File: src/rtl/instr_sequencer_pkg.sv
`default_nettype none
// ============================================================================
// Module      : instr_sequencer_pkg
// Description : Shared types and constants for the instruction sequencer.
// Revision    : 1.0 - initial release
// ============================================================================
package instr_sequencer_pkg;

  localparam int OP_W     = 4;
  localparam int ONEHOT_W = 12;
  localparam int INSTR_W  = 16;

  typedef enum logic [2:0] {
    S_IDLE   = 3'd0,
    S_FETCH  = 3'd1,
    S_DECODE = 3'd2,
    S_EXEC   = 3'd3,
    S_WAIT   = 3'd4,
    S_HALT   = 3'd5
  } state_t;

  // Opcodes 1..12 are legal; 12 doubles as the halt instruction.
  localparam logic [OP_W-1:0] OPC_FIRST = 4'd1;
  localparam logic [OP_W-1:0] OPC_LAST  = 4'd12;
  localparam logic [OP_W-1:0] OPC_HALT  = 4'd12;

  function automatic logic opcode_is_legal(input logic [OP_W-1:0] op);
    return (op >= OPC_FIRST) && (op <= OPC_LAST);
  endfunction

endpackage
`default_nettype wire

File: src/rtl/instr_sequencer_onehot.sv
`default_nettype none
// ============================================================================
// Module      : opcode_onehot
// Description : Combinational 4-to-12 opcode one-hot map with legality flag.
// Revision    : 1.0 - initial release
// ============================================================================
module opcode_onehot
  import instr_sequencer_pkg::*;
(
  input  logic [OP_W-1:0]     i_opcode,
  output logic [ONEHOT_W-1:0] o_onehot,
  output logic                o_legal
);

  always_comb begin
    o_legal  = opcode_is_legal(i_opcode);
    o_onehot = '0;
    if (o_legal) begin
      o_onehot = ONEHOT_W'(1) << (i_opcode - OPC_FIRST);
    end
  end

endmodule
`default_nettype wire

File: src/rtl/instr_sequencer.sv
`default_nettype none
// ============================================================================
// Module      : instr_sequencer
// Description : Fetch/decode/execute control sequencer owning the program counter.
// Revision    : 1.0 - initial release
// ============================================================================
module instr_sequencer
  import instr_sequencer_pkg::*;
#(
  parameter int                  PC_W       = 8,
  parameter logic [ONEHOT_W-1:0] MULTI_MASK = 12'b000010000000,
  parameter logic [OP_W-1:0]     HALT_OP    = OPC_HALT
) (
  input  logic                clk,
  input  logic                rst_n,
  input  logic                start,
  output logic                instr_req,
  input  logic                instr_valid,
  input  logic [INSTR_W-1:0]  instr,
  output logic [PC_W-1:0]     pc,
  output logic                en_op,
  output logic                en_out,
  output logic [ONEHOT_W-1:0] op_onehot,
  output logic [ONEHOT_W-1:0] operand,
  output logic                exec_en,
  input  logic                exec_done,
  output logic                illegal,
  output logic                busy,
  output logic                halted
);

  state_t                r_state;
  logic [INSTR_W-1:0]    r_ir;
  logic [PC_W-1:0]       r_pc;
  logic [ONEHOT_W-1:0]   r_op_onehot;
  logic [ONEHOT_W-1:0]   r_operand;
  logic                  r_instr_req;
  logic                  r_en_op;
  logic                  r_en_out;
  logic                  r_exec_en;
  logic                  r_illegal;
  logic                  r_busy;
  logic                  r_halted;

  logic [ONEHOT_W-1:0]   w_dec_onehot;
  logic                  w_dec_legal;
  logic [OP_W-1:0]       w_opcode;

  assign w_opcode = r_ir[INSTR_W-1 -: OP_W];

  opcode_onehot u_decode (
    .i_opcode (w_opcode),
    .o_onehot (w_dec_onehot),
    .o_legal  (w_dec_legal)
  );

  // Outputs are registered against the next state, so each is a clean Moore
  // view of the state actually entered on this edge.
  always_ff @(posedge clk) begin
    if (!rst_n) begin
      r_state     <= S_IDLE;
      r_ir        <= '0;
      r_pc        <= '0;
      r_op_onehot <= '0;
      r_operand   <= '0;
      r_instr_req <= 1'b0;
      r_en_op     <= 1'b0;
      r_en_out    <= 1'b0;
      r_exec_en   <= 1'b0;
      r_illegal   <= 1'b0;
      r_busy      <= 1'b0;
      r_halted    <= 1'b0;
    end else begin
      r_en_op   <= 1'b0;
      r_en_out  <= 1'b0;
      r_exec_en <= 1'b0;
      case (r_state)
        S_IDLE: begin
          if (start) begin
            r_state     <= S_FETCH;
            r_instr_req <= 1'b1;
            r_busy      <= 1'b1;
          end
        end
        S_FETCH: begin
          if (instr_valid) begin
            r_ir        <= instr;
            r_pc        <= r_pc + PC_W'(1);
            r_state     <= S_DECODE;
            r_instr_req <= 1'b0;
            r_en_op     <= 1'b1;
          end
        end
        S_DECODE: begin
          if (w_dec_legal) begin
            r_op_onehot <= w_dec_onehot;
            r_operand   <= r_ir[ONEHOT_W-1:0];
            r_state     <= S_EXEC;
            r_en_out    <= 1'b1;
            r_exec_en   <= 1'b1;
          end else begin
            r_illegal   <= 1'b1;
            r_op_onehot <= '0;
            r_state     <= S_FETCH;
            r_instr_req <= 1'b1;
          end
        end
        S_EXEC: begin
          if (w_opcode == HALT_OP) begin
            r_state  <= S_HALT;
            r_busy   <= 1'b0;
            r_halted <= 1'b1;
          end else if (|(MULTI_MASK & r_op_onehot)) begin
            r_state <= S_WAIT;
          end else begin
            r_state     <= S_FETCH;
            r_instr_req <= 1'b1;
          end
        end
        S_WAIT: begin
          if (exec_done) begin
            r_state     <= S_FETCH;
            r_instr_req <= 1'b1;
          end
        end
        S_HALT: begin
          r_state <= S_HALT;
        end
        default: begin
          r_state     <= S_IDLE;
          r_instr_req <= 1'b0;
          r_busy      <= 1'b0;
          r_halted    <= 1'b0;
        end
      endcase
    end
  end

  assign instr_req = r_instr_req;
  assign pc        = r_pc;
  assign en_op     = r_en_op;
  assign en_out    = r_en_out;
  assign exec_en   = r_exec_en;
  assign op_onehot = r_op_onehot;
  assign operand   = r_operand;
  assign illegal   = r_illegal;
  assign busy      = r_busy;
  assign halted    = r_halted;

endmodule
`default_nettype wire
File: config.mk
export PLATFORM = sky130hd
export DESIGN_NAME = instr_sequencer
export DESIGN_NICKNAME = d
export VERILOG_FILES = /design/src/rtl/instr_sequencer_pkg.sv /design/src/rtl/instr_sequencer_onehot.sv /design/src/rtl/instr_sequencer.sv
export SDC_FILE = /design/constraint.sdc
export NUM_CORES = 1
export LEC_CHECK = 0
export ABC_AREA = 1
export CELL_PAD_IN_SITES_DETAIL_PLACEMENT = 0
export CELL_PAD_IN_SITES_GLOBAL_PLACEMENT = 1
export CORE_UTILIZATION = 35
export CTS_CLUSTER_SIZE = 16
export DETAILED_ROUTE_END_ITERATION = 12
export GPL_TIMING_DRIVEN = 0
export PLACE_DENSITY_LB_ADDON = 0.3
export RECOVER_POWER = 100
export SYNTH_ARGS = -nofsm -noshare
export SYNTH_HDL_FRONTEND = slang
export SYNTH_SLANG_ARGS = --single-unit
File: constraint.sdc
create_clock -name clk -period 1.8 [get_ports clk]
set_clock_uncertainty 0.15 [all_clocks]
set_input_delay 0.18 -clock clk [delete_from_list [all_inputs] [get_ports clk]]
set_output_delay 0.18 -clock clk [all_outputs]
set_load 0.02 [all_outputs]
Yosys cells after proc, flatten, opt, wreduce, memory -nomap -nowiden
Index checks and enable logic that the tools add are counted.

word-level totals
  bits in registers = 57
  input bits = 21
  output and inout bits = 39

operators by class
  add/sub/neg operators = 2
  order comparisons = 2
  eq/ne operators = 13
  shift operators = 1
  mux-type cells = 21
  bitwise logic cells = 4
  reduce and logical (&&, ||, !) cells = 13

operators by type and width
  kind                                                  number
  one-hot mux 3 bit (6 select lines)                    1
  two-way mux 3 bit                                     5
  inequality test 2 bit (second input constant)         7
  two-way mux 12 bit                                    1
  AND reduction 2 bit                                   6
  << shifter 1 x 4 -> 12 bit (first input constant)     1
  two-way mux 1 bit                                     10
  adder 8 x 1 -> 8 bit (second input constant)          1
  AND reduction 7 bit                                   1
  equality test 3 x 2 -> 1 bit (second input constant)  2
  equality test 3 bit (second input constant)           2
  one-hot mux 1 bit (6 select lines)                    1
  AND reduction 3 bit                                   2
  OR reduction 5 bit                                    1
  equality test 4 bit (second input constant)           1
  >= comparator 4 x 1 -> 1 bit (second input constant)  1
  <= comparator 4 bit (second input constant)           1
  NOT 1 bit                                             4
  OR reduction 4 bit                                    1
  subtractor 4 x 1 -> 4 bit (second input constant)     1
  equality test 3 x 1 -> 1 bit (second input constant)  1
  logical NOT 3 bit                                     1
  one-hot mux 1 bit (3 select lines)                    1
  two-way mux 2 bit                                     1
  other kinds (2)                                       2

Logic depth before layout (Yosys ltp)
Gate-level depths: netlist of run 1.

  depth in word-level cells = 4
  gate-level depth with buffers = 9
  gate-level depth less buffers = 9

By module
A second synthesis of run 1 with hierarchy kept.

second synthesis, totals
  cell total of the unflattened synthesis = 319
  area, all modules = 2316.0 µm²

by module, submodules not included
  module           times used  cells an instance  area each (µm²)  sequential area each (µm²)
  instr_sequencer  1           294                2210.9           1141.1
  opcode_onehot    1           25                 105.1            0.0

Worst setup path before layout of run 1
No wires, ideal clock.

  path type = register -> register
  start point = register r_pc[2], in the netlist pc[2]
  end point = register r_pc[5], in the netlist pc[5]
  library setup time = 118 ps
  data arrival time = 1122 ps
  slack = 410 ps
  cell stages (with the launch flop) = 7
  clock period less this slack = 1390 ps
  path through = dfxtp_1 > inv_1 > nor2_1 > nor3b_2 > nand3_1 > nand2_1 > a21oi_1

between the ends
  cells in the longest elaborated chain, start to end = 1

ends and longest elaborated chain
  item                      RTL line               source
  start: declaration        instr_sequencer.sv:34  logic [PC_W-1:0] r_pc;
  start signal: assignment  instr_sequencer.sv:88  r_pc <= r_pc + PC_W'(1);
  adder 8 x 1 -> 8 bit      instr_sequencer.sv:88

Every way passes these cells.
A chain may end at the register's enable or synchronous reset.

Worst setup path after layout of run 1
  start point = register r_pc[6], in the netlist pc[6]
  end point = output pc[6]

RTL lines
  item              RTL line               source
  end: declaration  instr_sequencer.sv:20  output logic [PC_W-1:0] pc,

No word-level cell between the ends.

==> results of run 1 <==
## metal layers
metal  part of all wire [%]  vias up  global-route usage (%)
met5                      0        -                       0
met4                    1.3        0                    7.86
met3                    3.8        6                    4.23
met2                     45       46                    26.7
met1                     50      954                    22.9
li1                       -     1134                       -
## sequential cells by signal, summed over array words and instances, names as in the netlist
| register | flops |
|---|---|
| op_onehot | 12 |
| exec_en | 1 |
| halted | 1 |
| pc | 8 |
| instr_req | 1 |
| illegal | 1 |
| busy | 1 |
| r_ir | 16 |
| r_state | 3 |
| operand | 12 |
| en_op | 1 |
## report_power, final
group	internal [W]	switching, W
logic	0.000198	0.000286
clock network	0.000781	0.000494
registers	0.00134	0.0000465
total	0.00231	0.000827
## kinds of logic (layout without fill, tap and decap cells)
| logic type | after synthesis | after routing |
|---|---|---|
| compound gates | 64 | 64 |
| xor+xnor | 1 | 1 |
| fa+ha+maj | 1 | 1 |
| buf+inv | 33 | 107 |
| flops | 57 | 57 |
| simple gates | 149 | 149 |
## area by class of cell
type / instances / area, sq um / share of cell area [%]
flip-flops and latches: 57 / 1140 / 34.8
inverters: 19 / 82.6 / 2.52
repair buffers: 59 / 591 / 18.0
clock buffers: 13 / 179 / 5.46
well taps: 77 / 96.3 / 2.94
plain buffers: 14 / 105 / 3.21
clock inverters: 2 / 35.0 / 1.07
multi-input cells: 215 / 1050 / 32.0
## worst min-delay path by stage
stage	end	slack (ns)	startpoint
after CTS	r_ir[4]$_SDFFE_PN0P_	0.28	instr[4]
after floorplan	r_ir[0]$_SDFFE_PN0P_	0.16	instr[0]
after global placement	operand[5]$_SDFFE_PN0P_	0.29	r_ir[5]$_SDFFE_PN0P_
after global routing	r_ir[2]$_SDFFE_PN0P_	0.29	instr[2]
final	r_ir[5]$_SDFFE_PN0P_	0.29	instr[5]
after detailed placement	operand[11]$_SDFFE_PN0P_	0.30	r_ir[11]$_SDFFE_PN0P_
## through the flow
step           cells  utilization (%)
2_1_floorplan    305                -
3_3_place_gp     441             47.4
3_5_place_dp     441             47.4
4_1_cts          456             50.7
5_1_grt          456             50.5
6_report         456             50.5
## synth_stat cells, types with 3 or more instances
library cell                n  area [sq um]
sky130_fd_sc_hd__nand2_1   60           225
sky130_fd_sc_hd__dfxtp_1   57          1140
sky130_fd_sc_hd__nor2_1    56           210
sky130_fd_sc_hd__a21oi_1   32           160
sky130_fd_sc_hd__o21ai_0   23           115
sky130_fd_sc_hd__nand3_1   19          95.1
sky130_fd_sc_hd__inv_1     12          45.0
sky130_fd_sc_hd__buf_6      7          78.8
sky130_fd_sc_hd__inv_2      4          15.0
sky130_fd_sc_hd__clkbuf_1   3          11.3
sky130_fd_sc_hd__nand2_2    3          18.8
sky130_fd_sc_hd__o211a_1    3          30.0
==> summary.md, run 1 <==
* finished, violations left — run status
* design-rule violations — violated checks
* 0.69 ns — CP max stage delay
* register — Startpoint Class
* 0 — antenna violations before repair
* 1 — buffer and inverter count on the worst path
* sky130_fd_sc_hd__clkbuf_8 — root buffer cell
* 1975 — number of global-route vias before repair
* 0 — number of buffers inserted by post-CTS setup repair
* 7180 sq um — overall die area
* 95.7% — final worst-path cycle share
* 1.40 nW — leakage power summed over all cells
* 0 — remaining global-route overflow
* false — setup repair after global routing missed its margin
* 0 — max-slew violation count
* 1 — Critical Path Stages
* 581 MHz — fmax
* 118 — initial detailed-routing violation count
* 0.287 ns — post-route worst hold slack
* r_ir[14]$_SDFFE_PN0P_ — Crit Reg-Reg Endpoint
* 36.8% — Layout Area Growth over Synthesis
* 0.00314 W — overall power
* 0 ns — setup TNS after final layout
* 31 — Synth cell types
* yes — CTS tree
* pc[6] — endpoint of the worst setup timing path
* in2reg — classification of the worst-slack hold path
* 0 — number of hold-slack violations in the final timing report
* 11.3% — fraction of layout instances using a drive strength above 1
* 10 — First-pass DRT Iterations
* 64.0% — worst-case headroom to the max-slew limit
* 0.0779 ns — Final Worst Setup Slack
* 57 — Clock Sink Count
* 0 — hold buffer count at CTS
* output pin — Worst setup EP type
* 643 — fill count
* 3 — Min-Delay Path Depth
* 0 — setup violation total in the final timing report
* 0 — total of max-cap violations
* 0.15 ns — setup slack of the most critical reg-to-reg path
* 1.47 ns — required time of the critical path
* 3280 sq um — post-route design area
* 3 — number of H-tree levels
* 0 — Resized Gates After CTS
* 4 — crit path max fanout
* 0.366% — Synth Area in XOR/XNOR
* -0.0209 ns — Post-Place Worst Slack
* 2390 sq um — Synth Cell Area
* 0% — Async S/R FF share, synth
* reg2out — WS Path Type
* 17.3% — GRT Overall Usage
* 327 — Post-Syn Nets
* 305 — post-synthesis instance total
* sky130_fd_sc_hd__dlygate4sd3_1 — cell with the largest stage delay on the worst path
* pc[6]$_SDFFE_PN0P_ — beginning of the critical path
* 2140 — overall via count from detail_route
* 12.5 um — wire per inst
* 0.828 — GPL Wtd Cong
* 4 — remaining design rule violation count
* dlygate4sd3_1 — Cell Chain, Critical Path
* 57 — flop and latch count out of synthesis
* 84.7 um — vertical die dimension
* 0.06 ns — CTS clock-pin slew for the worst setup and hold paths
* 1.72 ns — clock period minus final worst setup slack
* 7 — worst-case reg-to-reg path depth
* 7.85 sq um — syn avg cell area
* 59 — number of buffer cells added on primary ports
* 29 — Rows
* 0 — count of antenna-violating nets left after detailed routing
* sky130_fd_sc_hd__nand2_1 — most common cell after layout, fill and taps aside
* r_state[2]$_SDFFE_PN0P_ — Reg-to-Reg Start
* 1.39 ns — Crit path arrival time
* 397 — fin nets
* simple AND/OR/NAND/NOR gates — largest family of logic cells by synthesized area
* 14.9% — compound-gate portion of the synthesized area
* 0 — Antenna Diode Count
* 0.487 mV — peak supply drop
* 0.522% — adder and majority gate portion of the synthesized area
* 4.69 — vias per std cell
* 28.3% — simple-gate share of the synthesized area
* 0 — EDFF count, synth
* 959 nW/um^2 — total power divided by cell area
* 5.71 mm — final routed wirelength across all metal layers
* 0.33 ns — Clock Latency Late Sink
* 6490 sq um — area of the placeable core
* 84.7 um — die boundary width
* sky130_fd_sc_hd__dfxtp_1 — Synth Flop Type
* 47.6% — fraction of the yosys area taken by sequential cells
* 0% — portion of netlist area occupied by mux cells
* 3080 sq um — area post-placement
* 2 — buffers from clock root to sink, at most
* 36.9% — starting density of the core
* 11 — pin count of the biggest net entering global routing
* 4.06 mm — DP HPWL
* 9 — Num CTS Buffers
* 9.49 mm — wire length of the first global-routing pass
* sky130_fd_sc_hd__nand2_1 (62), sky130_fd_sc_hd__dfxtp_1 (57), sky130_fd_sc_hd__nor2_1 (56), sky130_fd_sc_hd__dlygate4sd3_1 (33), sky130_fd_sc_hd__a21oi_1 (32) — top library cells by usage in the layout, fill and taps aside
* 60 — boundary pin count
* 0.540 ns — pin slew with the least headroom to its limit
* 0 — Yosys warning total
* buffers and inverters — category of cells accounting for the largest share of critical-path delay
(Power assumes the default switching activity.)
==> inputs of run 2 (changes only) <==
--- a/config.mk
+++ b/config.mk
@@ -6,6 +6,7 @@
 export NUM_CORES = 1
 export LEC_CHECK = 0
 export ABC_AREA = 1
+export CAP_MARGIN = 10
 export CELL_PAD_IN_SITES_DETAIL_PLACEMENT = 0
 export CELL_PAD_IN_SITES_GLOBAL_PLACEMENT = 1
 export CORE_UTILIZATION = 35
==> results of run 2 <==
Final layout, timing and power as in run 1 (identical DEF).
